--- src/rtl/sobel_stream_ctrl_pkg.sv ---
// Shared definitions for the Sobel stream controller.
//   MAX_PIXEL_BITS : width of one gray / Sobel pixel on every data path
//   state_e        : frame sequencer states
//   is_active()    : true while pixels are moving (stream or drain)
package sobel_stream_ctrl_pkg;

    localparam int MAX_PIXEL_BITS = 24;

    typedef enum logic [1:0] {
        S_IDLE   = 2'd0,
        S_STREAM = 2'd1,
        S_DRAIN  = 2'd2,
        S_DONE   = 2'd3
    } state_e;

    function automatic logic is_active(input state_e s);
        return (s == S_STREAM) || (s == S_DRAIN);
    endfunction

endpackage

--- src/rtl/sobel_stream_ctrl_if.sv ---
// Pixel bus between the SPI controller, the Sobel core and the stream
// controller. Signal names are seen from the controller side.
//   master : the stream controller (drives sobel_px_o/sobel_valid_o/tx_px_o)
//   slave  : the surrounding SPI controller and Sobel core
interface sobel_stream_ctrl_if;
    import sobel_stream_ctrl_pkg::*;

    logic [MAX_PIXEL_BITS-1:0] rx_px_i;        // received gray pixel
    logic                      rx_valid_i;     // one-cycle pulse: rx_px_i valid
    logic [MAX_PIXEL_BITS-1:0] sobel_px_o;     // pixel to Sobel core
    logic                      sobel_valid_o;  // sobel_px_o valid
    logic                      sobel_ready_i;  // Sobel core accepts pixel
    logic [MAX_PIXEL_BITS-1:0] sobel_px_i;     // Sobel result
    logic                      sobel_valid_i;  // one-cycle pulse: result valid
    logic [MAX_PIXEL_BITS-1:0] tx_px_o;        // pixel for next SPI transmit
    logic                      tx_done_i;      // one-cycle pulse: SPI transfer done

    modport master (
        input  rx_px_i, rx_valid_i, sobel_ready_i, sobel_px_i, sobel_valid_i, tx_done_i,
        output sobel_px_o, sobel_valid_o, tx_px_o
    );

    modport slave (
        output rx_px_i, rx_valid_i, sobel_ready_i, sobel_px_i, sobel_valid_i, tx_done_i,
        input  sobel_px_o, sobel_valid_o, tx_px_o
    );

endinterface

--- src/rtl/sobel_stream_ctrl_px.sv ---
// px_fifo: show-ahead synchronous FIFO with registered storage.
//   push_i/wdata_i : write; accepted when not full, or when full with a
//                    same-cycle pop
//   pop_i          : remove head; ignored when empty
//   flush_i        : empty the FIFO; wins over push/pop
//   rdata_o        : current head (undefined when empty_o)
//   full_o/empty_o : status, from pointers carrying one extra wrap bit
module px_fifo #(
    parameter int WIDTH = 8,
    parameter int DEPTH = 4
) (
    input  logic             clk_i,
    input  logic             nreset_i,
    input  logic             push_i,
    input  logic             pop_i,
    input  logic             flush_i,
    input  logic [WIDTH-1:0] wdata_i,
    output logic [WIDTH-1:0] rdata_o,
    output logic             full_o,
    output logic             empty_o
);
    localparam int AW = $clog2(DEPTH);

    logic [WIDTH-1:0] mem_q [DEPTH];
    logic [AW:0]      wr_ptr_q, rd_ptr_q;
    logic             do_push, do_pop;

    assign empty_o = (wr_ptr_q == rd_ptr_q);
    assign full_o  = (wr_ptr_q[AW] != rd_ptr_q[AW]) &&
                     (wr_ptr_q[AW-1:0] == rd_ptr_q[AW-1:0]);
    assign do_pop  = pop_i & ~empty_o;
    assign do_push = push_i & (~full_o | do_pop);
    assign rdata_o = mem_q[rd_ptr_q[AW-1:0]];

    // NOTE: sequential state uses non-blocking assignments so every flop
    // samples the pre-edge values, independent of block ordering.
    always_ff @(posedge clk_i or negedge nreset_i) begin
        if (!nreset_i) begin
            wr_ptr_q <= '0;
            rd_ptr_q <= '0;
        end else if (flush_i) begin
            wr_ptr_q <= '0;
            rd_ptr_q <= '0;
        end else begin
            if (do_push) wr_ptr_q <= wr_ptr_q + 1'b1;
            if (do_pop)  rd_ptr_q <= rd_ptr_q + 1'b1;
        end
    end

    // NOTE: storage has no reset; the pointers alone define which entries
    // are valid, so resetting the array would only add reset fan-out.
    always_ff @(posedge clk_i) begin
        if (do_push && !flush_i) mem_q[wr_ptr_q[AW-1:0]] <= wdata_i;
    end

endmodule

--- src/rtl/sobel_stream_ctrl.sv ---
// sobel_stream_ctrl: frame scheduler between the SPI slave and the Sobel core.
//   clk_i, nreset_i   : clock, asynchronous active-low reset
//   start_i, abort_i  : start-frame / abort-and-flush pulses (abort wins)
//   clear_err_i       : clears sticky error flags (a same-cycle set wins)
//   bus               : rx pixels in, Sobel issue/results, tx pixel out
//   busy_o            : high while streaming or draining
//   frame_done_o      : one-cycle pulse when the frame completes
//   err_rx_ovf_o      : sticky, an rx pixel was dropped
//   err_tx_ovf_o      : sticky, a Sobel result was dropped
//   err_tx_udf_o      : sticky, tx_done_i with nothing to transmit
module sobel_stream_ctrl
    import sobel_stream_ctrl_pkg::*;
#(
    parameter int FRAME_PIXELS = 64,
    parameter int IN_DEPTH     = 4,
    parameter int OUT_DEPTH    = 4
) (
    input  logic                 clk_i,
    input  logic                 nreset_i,
    input  logic                 start_i,
    input  logic                 abort_i,
    input  logic                 clear_err_i,
    sobel_stream_ctrl_if.master  bus,
    output logic                 busy_o,
    output logic                 frame_done_o,
    output logic                 err_rx_ovf_o,
    output logic                 err_tx_ovf_o,
    output logic                 err_tx_udf_o
);
    localparam int            CW        = $clog2(FRAME_PIXELS + 1);
    localparam logic [CW-1:0] FRAME_CNT = CW'(FRAME_PIXELS);

    state_e                    state_q, state_d;
    logic [CW-1:0]             in_cnt_q, in_cnt_d;
    logic [CW-1:0]             out_cnt_q, out_cnt_d;
    logic [CW-1:0]             rx_acc_q, rx_acc_d;
    logic                      err_rx_ovf_q, err_tx_ovf_q, err_tx_udf_q;
    logic                      flush, active;
    logic                      in_push, in_pop, in_full, in_empty;
    logic                      out_push, out_pop, out_full, out_empty;
    logic [MAX_PIXEL_BITS-1:0] in_head, out_head;

    // NOTE: every signal driven here gets a default first, so no path
    // through the case can leave it unassigned and infer a latch.
    always_comb begin
        state_d = state_q;
        flush   = 1'b0;
        if (abort_i) begin
            state_d = S_IDLE;
            flush   = 1'b1;
        end else begin
            case (state_q)
                S_IDLE: if (start_i) begin
                    state_d = S_STREAM;
                    flush   = 1'b1;
                end
                S_STREAM: if (in_cnt_q == FRAME_CNT)  state_d = S_DRAIN;
                S_DRAIN:  if (out_cnt_q == FRAME_CNT) state_d = S_DONE;
                S_DONE:   state_d = S_IDLE;
                default:  state_d = S_IDLE;
            endcase
        end
    end

    assign active = is_active(state_q);

    // Input side: accept only while streaming and the frame quota is open.
    // Any rx pulse that is not stored counts as a dropped pixel.
    assign in_pop  = active & ~in_empty & bus.sobel_ready_i;
    assign in_push = bus.rx_valid_i & (state_q == S_STREAM) &
                     (rx_acc_q != FRAME_CNT) & (~in_full | in_pop);

    // Output side: a full FIFO still accepts when tx pops in the same cycle.
    assign out_pop  = active & bus.tx_done_i & ~out_empty;
    assign out_push = active & bus.sobel_valid_i & (~out_full | out_pop);

    px_fifo #(.WIDTH(MAX_PIXEL_BITS), .DEPTH(IN_DEPTH)) u_in_fifo (
        .clk_i, .nreset_i,
        .push_i (in_push),  .pop_i  (in_pop),  .flush_i (flush),
        .wdata_i(bus.rx_px_i), .rdata_o(in_head),
        .full_o (in_full),  .empty_o(in_empty)
    );

    px_fifo #(.WIDTH(MAX_PIXEL_BITS), .DEPTH(OUT_DEPTH)) u_out_fifo (
        .clk_i, .nreset_i,
        .push_i (out_push), .pop_i  (out_pop), .flush_i (flush),
        .wdata_i(bus.sobel_px_i), .rdata_o(out_head),
        .full_o (out_full), .empty_o(out_empty)
    );

    // Heads are gated to zero when empty: the storage is not reset.
    assign bus.sobel_valid_o = active & ~in_empty;
    assign bus.sobel_px_o    = bus.sobel_valid_o ? in_head : '0;
    assign bus.tx_px_o       = out_empty ? '0 : out_head;

    assign busy_o       = active;
    assign frame_done_o = (state_q == S_DONE);
    assign err_rx_ovf_o = err_rx_ovf_q;
    assign err_tx_ovf_o = err_tx_ovf_q;
    assign err_tx_udf_o = err_tx_udf_q;

    // Counters saturate at FRAME_PIXELS; flush zeroes them.
    always_comb begin
        in_cnt_d  = in_cnt_q;
        out_cnt_d = out_cnt_q;
        rx_acc_d  = rx_acc_q;
        if (flush) begin
            in_cnt_d  = '0;
            out_cnt_d = '0;
            rx_acc_d  = '0;
        end else begin
            if (in_pop  && in_cnt_q  != FRAME_CNT) in_cnt_d  = in_cnt_q  + CW'(1);
            if (out_pop && out_cnt_q != FRAME_CNT) out_cnt_d = out_cnt_q + CW'(1);
            if (in_push && rx_acc_q  != FRAME_CNT) rx_acc_d  = rx_acc_q  + CW'(1);
        end
    end

    always_ff @(posedge clk_i or negedge nreset_i) begin
        if (!nreset_i) begin
            state_q      <= S_IDLE;
            in_cnt_q     <= '0;
            out_cnt_q    <= '0;
            rx_acc_q     <= '0;
            err_rx_ovf_q <= 1'b0;
            err_tx_ovf_q <= 1'b0;
            err_tx_udf_q <= 1'b0;
        end else begin
            state_q      <= state_d;
            in_cnt_q     <= in_cnt_d;
            out_cnt_q    <= out_cnt_d;
            rx_acc_q     <= rx_acc_d;
            // A set event takes priority over a same-cycle clear.
            err_rx_ovf_q <= (bus.rx_valid_i & ~in_push) | (err_rx_ovf_q & ~clear_err_i);
            err_tx_ovf_q <= (active & bus.sobel_valid_i & ~out_push) |
                            (err_tx_ovf_q & ~clear_err_i);
            err_tx_udf_q <= (active & bus.tx_done_i & out_empty) |
                            (err_tx_udf_q & ~clear_err_i);
        end
    end

endmodule
--- src/flat_wrapper.sv ---
// flat-port wrapper written by rule: the top's interface ports become plain ports
module sobel_stream_ctrl_flat import sobel_stream_ctrl_pkg::*;
#(
    parameter int FRAME_PIXELS = 64,
    parameter int IN_DEPTH     = 4,
    parameter int OUT_DEPTH    = 4
)
  (clk_i, nreset_i, start_i, abort_i, clear_err_i, busy_o, frame_done_o, err_rx_ovf_o, err_tx_ovf_o, err_tx_udf_o, bus_rx_px_i, bus_rx_valid_i, bus_sobel_ready_i, bus_sobel_px_i, bus_sobel_valid_i, bus_tx_done_i, bus_sobel_px_o, bus_sobel_valid_o, bus_tx_px_o);
  sobel_stream_ctrl_if bus_i ();
  input  logic clk_i;
  input  logic nreset_i;
  input  logic start_i;
  input  logic abort_i;
  input  logic clear_err_i;
  output logic busy_o;
  output logic frame_done_o;
  output logic err_rx_ovf_o;
  output logic err_tx_ovf_o;
  output logic err_tx_udf_o;
  input wire logic [$bits(bus_i.rx_px_i)-1:0] bus_rx_px_i;
  input wire logic [$bits(bus_i.rx_valid_i)-1:0] bus_rx_valid_i;
  input wire logic [$bits(bus_i.sobel_ready_i)-1:0] bus_sobel_ready_i;
  input wire logic [$bits(bus_i.sobel_px_i)-1:0] bus_sobel_px_i;
  input wire logic [$bits(bus_i.sobel_valid_i)-1:0] bus_sobel_valid_i;
  input wire logic [$bits(bus_i.tx_done_i)-1:0] bus_tx_done_i;
  output wire logic [$bits(bus_i.sobel_px_o)-1:0] bus_sobel_px_o;
  output wire logic [$bits(bus_i.sobel_valid_o)-1:0] bus_sobel_valid_o;
  output wire logic [$bits(bus_i.tx_px_o)-1:0] bus_tx_px_o;
  assign bus_i.rx_px_i = bus_rx_px_i;
  assign bus_i.rx_valid_i = bus_rx_valid_i;
  assign bus_i.sobel_ready_i = bus_sobel_ready_i;
  assign bus_i.sobel_px_i = bus_sobel_px_i;
  assign bus_i.sobel_valid_i = bus_sobel_valid_i;
  assign bus_i.tx_done_i = bus_tx_done_i;
  assign bus_sobel_px_o = bus_i.sobel_px_o;
  assign bus_sobel_valid_o = bus_i.sobel_valid_o;
  assign bus_tx_px_o = bus_i.tx_px_o;
  sobel_stream_ctrl #(.FRAME_PIXELS(FRAME_PIXELS), .IN_DEPTH(IN_DEPTH), .OUT_DEPTH(OUT_DEPTH)) u_core (.clk_i(clk_i), .nreset_i(nreset_i), .start_i(start_i), .abort_i(abort_i), .clear_err_i(clear_err_i), .bus(bus_i), .busy_o(busy_o), .frame_done_o(frame_done_o), .err_rx_ovf_o(err_rx_ovf_o), .err_tx_ovf_o(err_tx_ovf_o), .err_tx_udf_o(err_tx_udf_o));
endmodule
--- config.mk ---
export PLATFORM = sky130hd
export DESIGN_NAME = sobel_stream_ctrl_flat
export DESIGN_NICKNAME = d
export VERILOG_FILES = /design/src/rtl/sobel_stream_ctrl_pkg.sv /design/src/rtl/sobel_stream_ctrl_if.sv /design/src/rtl/sobel_stream_ctrl_px.sv /design/src/rtl/sobel_stream_ctrl.sv /design/src/flat_wrapper.sv
export SDC_FILE = /design/constraint.sdc
export NUM_CORES = 1
export LEC_CHECK = 0
export CORE_ASPECT_RATIO = 0.8
export CORE_MARGIN = 2
export CORE_UTILIZATION = 35
export DETAILED_ROUTE_END_ITERATION = 7
export GPL_ROUTABILITY_DRIVEN = 0
export PLACE_DENSITY = 0.52
export SLEW_MARGIN = 25
export SYNTH_ARGS = -nofsm -noshare
export SYNTH_HDL_FRONTEND = slang
export SYNTH_SLANG_ARGS = --single-unit
--- constraint.sdc ---
create_clock -name clk_i -period 5.3 [get_ports clk_i]
set_input_delay 0.795 -clock clk_i [delete_from_list [all_inputs] [get_ports clk_i]]
set_output_delay 0.795 -clock clk_i [all_outputs]
set_load 0.1 [all_outputs]
==> results of run 1 <==
## critical path, cell delays in order, from the launching register on
cell             delay [ns]
dfrtp_1                0.44
xnor2_1                0.31
and3_1                 0.50
buf_4                  0.34
nor2b_1                0.08
clkdlybuf4s50_1        0.97
## flip-flops by register name (all words and copies together) (netlist names), 2 cells and up
register / count
u_core.out_cnt_q: 7
u_core.u_out_fifo.rd_ptr_q: 3
u_core.u_in_fifo.wr_ptr_q: 3
u_core.u_out_fifo.mem_q: 96
u_core.in_cnt_q: 7
u_core.rx_acc_q: 7
u_core.state_q: 2
u_core.u_out_fifo.wr_ptr_q: 3
u_core.u_in_fifo.rd_ptr_q: 3
u_core.u_in_fifo.mem_q: 96
## logic make-up after synthesis
logic type / share of synthesized area [%]
AND/OR/NAND/NOR: 8.27
buffers and inverters: 2.16
XOR/XNOR: 1.08
multiplexers: 11.9
flip-flops: 69.8
adder cells (fa/ha/maj): 2.60
AO/OA/AOI/OAI: 4.25
## how the worst max path moves through the flow
stage | startpoint | end | slack [ns] | cells past startpoint
after floorplan | u_core.state_q[0]$_DFFE_PN0P_ | u_core.u_out_fifo.mem_q[3][0]$_DFFE_PP_ | 1.23 | 6
after detailed placement | u_core.u_out_fifo.wr_ptr_q[1]$_DFFE_PN0P_ | bus_tx_px_o[4] | 1.82 | 5
after global placement | u_core.u_out_fifo.wr_ptr_q[1]$_DFFE_PN0P_ | bus_tx_px_o[9] | 1.89 | 5
final | u_core.u_out_fifo.wr_ptr_q[1]$_DFFE_PN0P_ | bus_tx_px_o[4] | 1.32 | 5
after global routing | u_core.u_out_fifo.wr_ptr_q[1]$_DFFE_PN0P_ | bus_tx_px_o[1] | 1.09 | 5
after CTS | u_core.u_out_fifo.wr_ptr_q[1]$_DFFE_PN0P_ | bus_tx_px_o[4] | 1.26 | 5
## metrics by stage
step | setup WS (ns) | hold WS, ns | instances
3_3_place_gp | 1.89 | 0.473 | 1024
3_5_place_dp | 1.82 | 0.487 | 1024
6_report | 1.32 | 0.249 | 1070
2_1_floorplan | 1.23 | 0.499 | 562
4_1_cts | 1.26 | 0.424 | 1069
5_1_grt | 1.09 | 0.279 | 1069
## cells in the mapped netlist, types with 6 or more instances
| cell | count |
|---|---|
| and3_1 | 32 |
| clkbuf_1 | 13 |
| mux4_2 | 48 |
| a21oi_1 | 15 |
| nand2_1 | 29 |
| dfrtp_1 | 38 |
| nand4_1 | 11 |
| edfxtp_1 | 192 |
| nor2_1 | 16 |
| inv_1 | 18 |
| xnor2_1 | 8 |
| o21ai_0 | 8 |
| nand3_1 | 10 |
| nor2b_1 | 24 |
| buf_2 | 10 |
| ha_1 | 20 |
| mux2i_1 | 6 |
| a31o_2 | 8 |
## power groups by stage
stage	registers (mW)	logic, mW	clock network [mW]
2_1_floorplan	2.10	0.656	0
3_3_place_gp	2.08	0.941	0
3_5_place_dp	2.08	0.955	0
4_1_cts	2.04	0.957	1.84
5_1_grt	2.05	1.01	1.91
6_report	2.04	0.946	1.79
## layout make-up
class | instances | area (µm²)
clock buffer | 30 | 644
tap | 364 | 455
sequential | 230 | 6720
clock inverter | 15 | 204
timing repair buffer | 126 | 1140
fill | 2413 | 15200
multi-input combinational | 286 | 2710
antenna | 1 | 2.50
inverter | 18 | 67.6
## routing by layer
layer / up-vias / part of all wire (%) / global-route usage [%]
met3: 32 / 4.0 / 2.40
met2: 123 / 47 / 21.6
met1: 2713 / 47 / 19.6
met4: 0 / 2.4 / 3.77
li1: 2467 / - / -
met5: - / 0 / 0
==> flow_summary.toml, run 1 <==
[sta]
hold_viol_final = 0
fmax_ghz = 0.252
layout_worst_path_cycle_share_pct = 75.0
fin_crit_ns = 3.98
final.setup.tns_ns = 0
grt_setup_unrepaired = "false"
setup_violations = 0
relSlewSlack_pct = 35.1
slew_violations = 0
fin_skew_ns = 0.0202
worstMarginPinSlew_ns = 0.970

[global_routing]
grt_max_degree = 39
grt_usage_pct = 13.7
antenna_found_initial = 1
grt_pass1_wl_um = 30800
grt_pass1_vias = 5473
gr-total-overflow = 0

[place]
dpl_cell_area_um2 = 11100
port_buffers = 110
dp_hpwl_um = 11800

[worst_setup_path]
crit_type = "reg2out"
path_max_fanout = 21
rrSetupSlack_ns = 2.49
start_kind = "flop"
critical_path.endpoint_type = "output pin"
rr_worst_depth = 8
cp.arrival_ns = 3.18
r2r_start = "u_core.state_q[0]$_DFFE_PN0P_"
critical_path_required_ns = 4.51
reg2reg_to = "u_core.u_in_fifo.mem_q[1][22]$_DFFE_PP_"

[floorplan]
core_area_um2 = 27200
ioPinCount = 111
dieArea_um2 = 28800
initial_core_util_pct = 35.4
die_w_um = 189
die_h_um = 152
rows = 54

[synth]
ys.flop_type = "edfxtp_1"
netlist_area_um2 = 9620
async_flop_share_pct = 16.5
post-synth-top-area-cell = "edfxtp_1"
ys_warn_count = 0
syn_nets = 639
synth_top_area_share_pct = 59.9
synth_cell_type_count = 47
syn_area_per_cell_um2 = 17.1
syn_inst = 562
synth-edff-count = 192
synth_seq_area_share_pct = 69.8
synth-seq-cells = 230
yosys-top-cells-area = "edfxtp_1 60%, mux4_2 11%, dfrtp_1 9.9%"

[power_and_ir_drop]
comb_power_share_pct = 19.8
powerDensity_nw_per_um2 = 400
p_int_mw = 3.34
leakage_nw = 4.24
peakVddDrop_mv = 0.354
p_seq_share_pct = 42.8
sw_frac_of_total_pct = 30.1
p_clk_share_pct = 37.4
total_power_mw = 4.77
switchingPower_mw = 1.44

[clock_tree]
clk_pin_slew_ns = 0.06
ctsResizeCount = 0
cts.sinks = 230
cts_setup_buffers = 0
cts_tree = "done"
clk_latency_ns = 0.53
clockBufferDepth = 3
hold_buffers = 0
numCtsBuffers = 25
h-tree-depth = 1
root_buffer = "clkbuf_16"

[detailed_routing]
finalWirelength_um = 19700
dr_total_vias = 5335
drt-wirelength-per-cell_um = 18.4
dr.pass1.iters = 4
drt_iter0_drc = 321
vias_per_cell = 4.99
drc = 0
ant_nets = 0

[hold_path]
hold_class = "in2async"

[cells_and_area]
layout_commonest_cell = "edfxtp_1"
syn_to_final_growth_pct = 24.1
fin_area_um2 = 11900
drive_gt1_share_pct = 21.6
final_util_pct = 44.0
final_cell_mix = "192 x edfxtp_1, 79 x clkdlybuf4s50_1, 48 x mux4_2"
nets = 764

[run_status]
outcome = "completed"

[run]
cap_violations = 0
No activity file was read; power rests on OpenSTA's default activity.
==> run 2, diff against run 1 <==
Clock period 5.3 ns to 4.15 ns, I/O delays scaled along.
==> flow_summary.toml, run 2 (synthesized netlist as in run 1, its figures left out) <==
[run_status]
outcome = "completed"

[clock_tree]
hold_buffers = 0
cts.sinks = 230
h-tree-depth = 1
root_buffer = "clkbuf_16"
cts_tree = "done"
clockBufferDepth = 3
cts_setup_buffers = 0
clk_latency_ns = 0.52
numCtsBuffers = 25
ctsResizeCount = 0
clk_pin_slew_ns = 0.06

[power_and_ir_drop]
leakage_nw = 4.31
peakVddDrop_mv = 0.308
powerDensity_nw_per_um2 = 488

[cells_and_area]
regArea_um2 = 6720
drive_gt1_share_pct = 23.5
final_cell_mix = "192 x edfxtp_1, 59 x clkdlybuf4s50_1, 48 x mux4_2"
multi_input_area_um2 = 2710
nets = 764
layoutNonFillerInstCount = 1067
nFillCells = 2414
layout_commonest_cell = "edfxtp_1"
syn_to_final_growth_pct = 26.3

[detailed_routing]
dr_total_vias = 5325
drt_iter0_drc = 281
vias_per_cell = 4.99
dr.pass1.iters = 4
ant_nets = 0
finalWirelength_um = 19800
drc = 0
drt-wirelength-per-cell_um = 18.6

[global_routing]
grt_usage_pct = 14.0
gr-total-overflow = 0
antenna_found_initial = 1
grt_max_degree = 39
grt_pass1_wl_um = 31900
grt_pass1_vias = 5704

[worst_setup_path]
crit_chain = "xnor2_1, nand3_1, and3_1, buf_12"
worst_path_largest_cell_delay_ns = 0.67
path_max_fanout = 25
critical_path.endpoint_type = "output pin"
slowest_stage = "nand3_1"
r2r_start = "u_core.state_q[0]$_DFFE_PN0P_"
crit_family = "simple AND/OR/NAND/NOR gates"
crit_buf_inv = 1
crit_type = "reg2out"
crit_start = "u_core.u_in_fifo.wr_ptr_q[1]$_DFFE_PN0P_"
critical_path_required_ns = 3.53
start_kind = "flop"
cp.arrival_ns = 2.62

[sta]
final.setup.tns_ns = 0
fmax_ghz = 0.309
fin_crit_ns = 3.24
layout_worst_path_cycle_share_pct = 78.1
relSlewSlack_pct = 34.3
grt_setup_unrepaired = "false"
setup_violations = 0
slew_violations = 0
fin_skew_ns = 0.0218
worstMarginPinSlew_ns = 0.982
hold_viol_final = 0

[run]
cap_violations = 0

[floorplan]
dieArea_um2 = 28800
rows = 54
die_w_um = 189
die_h_um = 152
core_area_um2 = 27200
initial_core_util_pct = 35.4
ioPinCount = 111

[place]
port_buffers = 110
dp_hpwl_um = 12300
place_inst = 1024

[hold_path]
hold_class = "in2async"
run 2: changes by cell type in the layout (fill, tap and decap cells not counted), sizes merged:
cell           change
buf               +20
bufinv             -2
clkdlybuf4s50     -20
clkinv             +2
clkinvlp           -1
inv                -2
run 2: area by class of cell:
class | instances | area share [%]
diodes | 1 | 0.0206
clock buffers | 30 | 5.30
clock inverters | 12 | 0.875
inverters | 18 | 0.556
multi-input cells | 286 | 22.3
flip-flops and latches | 230 | 55.3
well taps | 364 | 3.75
repair buffers | 126 | 12.0
run 2: layer usage:
| layer | track usage (%) | up-vias | wire, µm |
|---|---|---|---|
| met1 | 19.5 | 2727 | 9010 |
| met2 | 23.0 | 101 | 9570 |
| met4 | 3.06 | 0 | 382 |
| li1 | - | 2469 | - |
| met3 | 2.72 | 28 | 889 |
| met5 | 0 | - | 0 |
run 2: per-stage QoR:
stage | power (mW) | hold WS [ns] | instance area (µm²) | utilization [%] | worst slack, ns
6_report | 5.93 | 0.253 | 12200 | 44.7 | 0.910
5_1_grt | 6.18 | 0.306 | 12200 | 44.7 | 0.702
4_1_cts | 6.01 | 0.262 | 12200 | 44.7 | 0.887
3_5_place_dp | 3.92 | 0.496 | 11400 | 42.0 | 1.30
3_3_place_gp | 3.90 | 0.469 | 11400 | 42.0 | 1.35
2_1_floorplan | 3.52 | 0.327 | 9620 | - | 0.0804
run 2: worst paths after layout:
check	endpoint	slack [ns]	cells past startpoint
max reg2reg	u_core.u_in_fifo.mem_q[3][16]$_DFFE_PP_	1.31	8
min reg2reg	u_core.err_tx_ovf_o$_DFF_PN0_	0.50	1
min in group clk_i	u_core.err_tx_ovf_o$_DFF_PN0_	0.50	1
min	u_core.rx_acc_q[4]$_DFFE_PN0P_	0.25	1
max in group asynchronous	u_core.u_in_fifo.rd_ptr_q[0]$_DFFE_PN0P_	3.25	1
max	bus_sobel_px_o[7]	0.91	4
run 2: where the power goes:
| part | leakage [nW] | switching [mW] | internal (mW) |
|---|---|---|---|
| Combinational | 1.69 | 0.904 | 0.355 |
| Sequential | 2.25 | 0.0294 | 2.58 |
| Clock | 0.368 | 0.847 | 1.22 |
==> run 3, diff against run 2 <==
Clock period 4.15 ns to 3.4 ns, I/O delays scaled along.
==> flow_summary.toml, run 3 (synthesized netlist as in run 1, its figures left out) <==
[floorplan]
rows = 54
ioPinCount = 111
core_area_um2 = 27200
die_w_um = 189
die_h_um = 152
dieArea_um2 = 28800
initial_core_util_pct = 35.4

[detailed_routing]
drt-wirelength-per-cell_um = 18.8
finalWirelength_um = 20000
ant_nets = 0
dr_total_vias = 5450
dr.pass1.iters = 5
drc = 0
vias_per_cell = 5.10
drt_iter0_drc = 383

[place]
dpl_cell_area_um2 = 11700
port_buffers = 110
dp_hpwl_um = 12300
place_inst = 1025

[power_and_ir_drop]
switchingPower_mw = 2.24
sw_frac_of_total_pct = 29.6
comb_power_share_pct = 22.1
p_seq_share_pct = 42.1
p_clk_share_pct = 35.7
powerDensity_nw_per_um2 = 605
p_int_mw = 5.32
peakVddDrop_mv = 0.449
leakage_nw = 4.42

[cells_and_area]
layout_commonest_cell = "edfxtp_1"
nets = 766
final_util_pct = 46.0
syn_to_final_growth_pct = 29.9
fin_area_um2 = 12500
drive_gt1_share_pct = 24.4
nFillCells = 2382
layoutNonFillerInstCount = 1068
diodes = 0
final_cell_mix = "192 x edfxtp_1, 58 x clkdlybuf4s50_1, 50 x buf_12"

[global_routing]
grt_pass1_wl_um = 32200
grt_pass1_vias = 5815
gr-total-overflow = 0
grt_usage_pct = 14.1
antenna_found_initial = 1
grt_max_degree = 39

[clock_tree]
clk_latency_ns = 0.52
cts.sinks = 230
numCtsBuffers = 25
h-tree-depth = 1
ctsResizeCount = 0
cts_setup_buffers = 0
cts_tree = "done"
root_buffer = "clkbuf_16"
clk_pin_slew_ns = 0.06
clockBufferDepth = 3
hold_buffers = 0

[sta]
worstMarginPinSlew_ns = 0.959
fmax_ghz = 0.335
slew_violations = 0
hold_viol_final = 0
grt_setup_unrepaired = "false"
setup_violations = 0
fin_skew_ns = 0.00834
relSlewSlack_pct = 35.8
layout_worst_path_cycle_share_pct = 87.7
fin_crit_ns = 2.98
final.setup.tns_ns = 0

[worst_setup_path]
rr_worst_depth = 7
crit_type = "reg2out"
critical_path.endpoint_type = "output pin"
rrSetupSlack_ns = 0.85
critical_path_required_ns = 2.89
crit_start = "u_core.u_in_fifo.rd_ptr_q[0]$_DFFE_PN0P_"
crit_end = "bus_sobel_px_o[13]"
start_kind = "flop"
reg2reg_to = "u_core.u_in_fifo.mem_q[3][16]$_DFFE_PP_"
r2r_start = "u_core.state_q[1]$_DFFE_PN0P_"
cp.arrival_ns = 2.47
path_max_fanout = 21

[hold_path]
hold_depth = 1
hold_class = "reg2reg"

[run_status]
outcome = "completed"

[run]
cap_violations = 0
==> run 3: per-stage QoR <==
step	hold slack [ns]	setup slack [ns]	power, mW
2_1_floorplan	0.214	0.0654	4.30
3_3_place_gp	0.471	0.774	4.92
3_5_place_dp	0.487	0.726	4.93
4_1_cts	0.145	0.320	7.67
5_1_grt	0.534	0.259	7.86
6_report	0.505	0.419	7.57
==> run 3: worst min-delay path by stage <==
stage / startpoint / slack [ns] / to
floorplan: nreset_i / 0.21 / u_core.err_rx_ovf_o$_DFF_PN0_
global placement: u_core.err_tx_ovf_o$_DFF_PN0_ / 0.47 / u_core.err_tx_ovf_o$_DFF_PN0_
detailed placement: u_core.err_tx_ovf_o$_DFF_PN0_ / 0.49 / u_core.err_tx_ovf_o$_DFF_PN0_
CTS: nreset_i / 0.15 / u_core.rx_acc_q[5]$_DFFE_PN0P_
global route: u_core.err_rx_ovf_o$_DFF_PN0_ / 0.53 / u_core.err_rx_ovf_o$_DFF_PN0_
finish: u_core.err_tx_ovf_o$_DFF_PN0_ / 0.50 / u_core.err_tx_ovf_o$_DFF_PN0_
==> run 3: power by group through the flow <==
stage                     registers (mW)  clock network (mW)  logic (mW)
after floorplan                     3.28                   0        1.02
after global placement              3.24                   0        1.68
after detailed placement            3.25                   0        1.69
after CTS                           3.19                2.79        1.69
after global routing                3.19                2.89        1.78
final                               3.19                2.70        1.68
==> run 3: layer usage <==
layer  vias up  wire length, µm  track usage (%)
li1       2457                -                -
met1      2816             9380             20.1
met2       141             9270             22.3
met3        34              945             2.88
met4         2              435             3.21
met5         -               11                0
==> run 3: cell type report <==
class | count | area [µm²] | share of cell area, %
inverter | 18 | 67.6 | 0.541
clock buffer | 30 | 644 | 5.16
multi-input combinational | 286 | 2710 | 21.7
sequential | 230 | 6720 | 53.8
clock inverter | 12 | 166 | 1.33
timing repair buffer | 128 | 1730 | 13.9
tap | 364 | 455 | 3.64
==> run 3: critical path, cell delays in order (launching register included) <==
cell,delay [ns]
dfrtp_2,0.50
buf_4,0.43
mux4_2,0.55
and3_1,0.27
buf_12,0.19
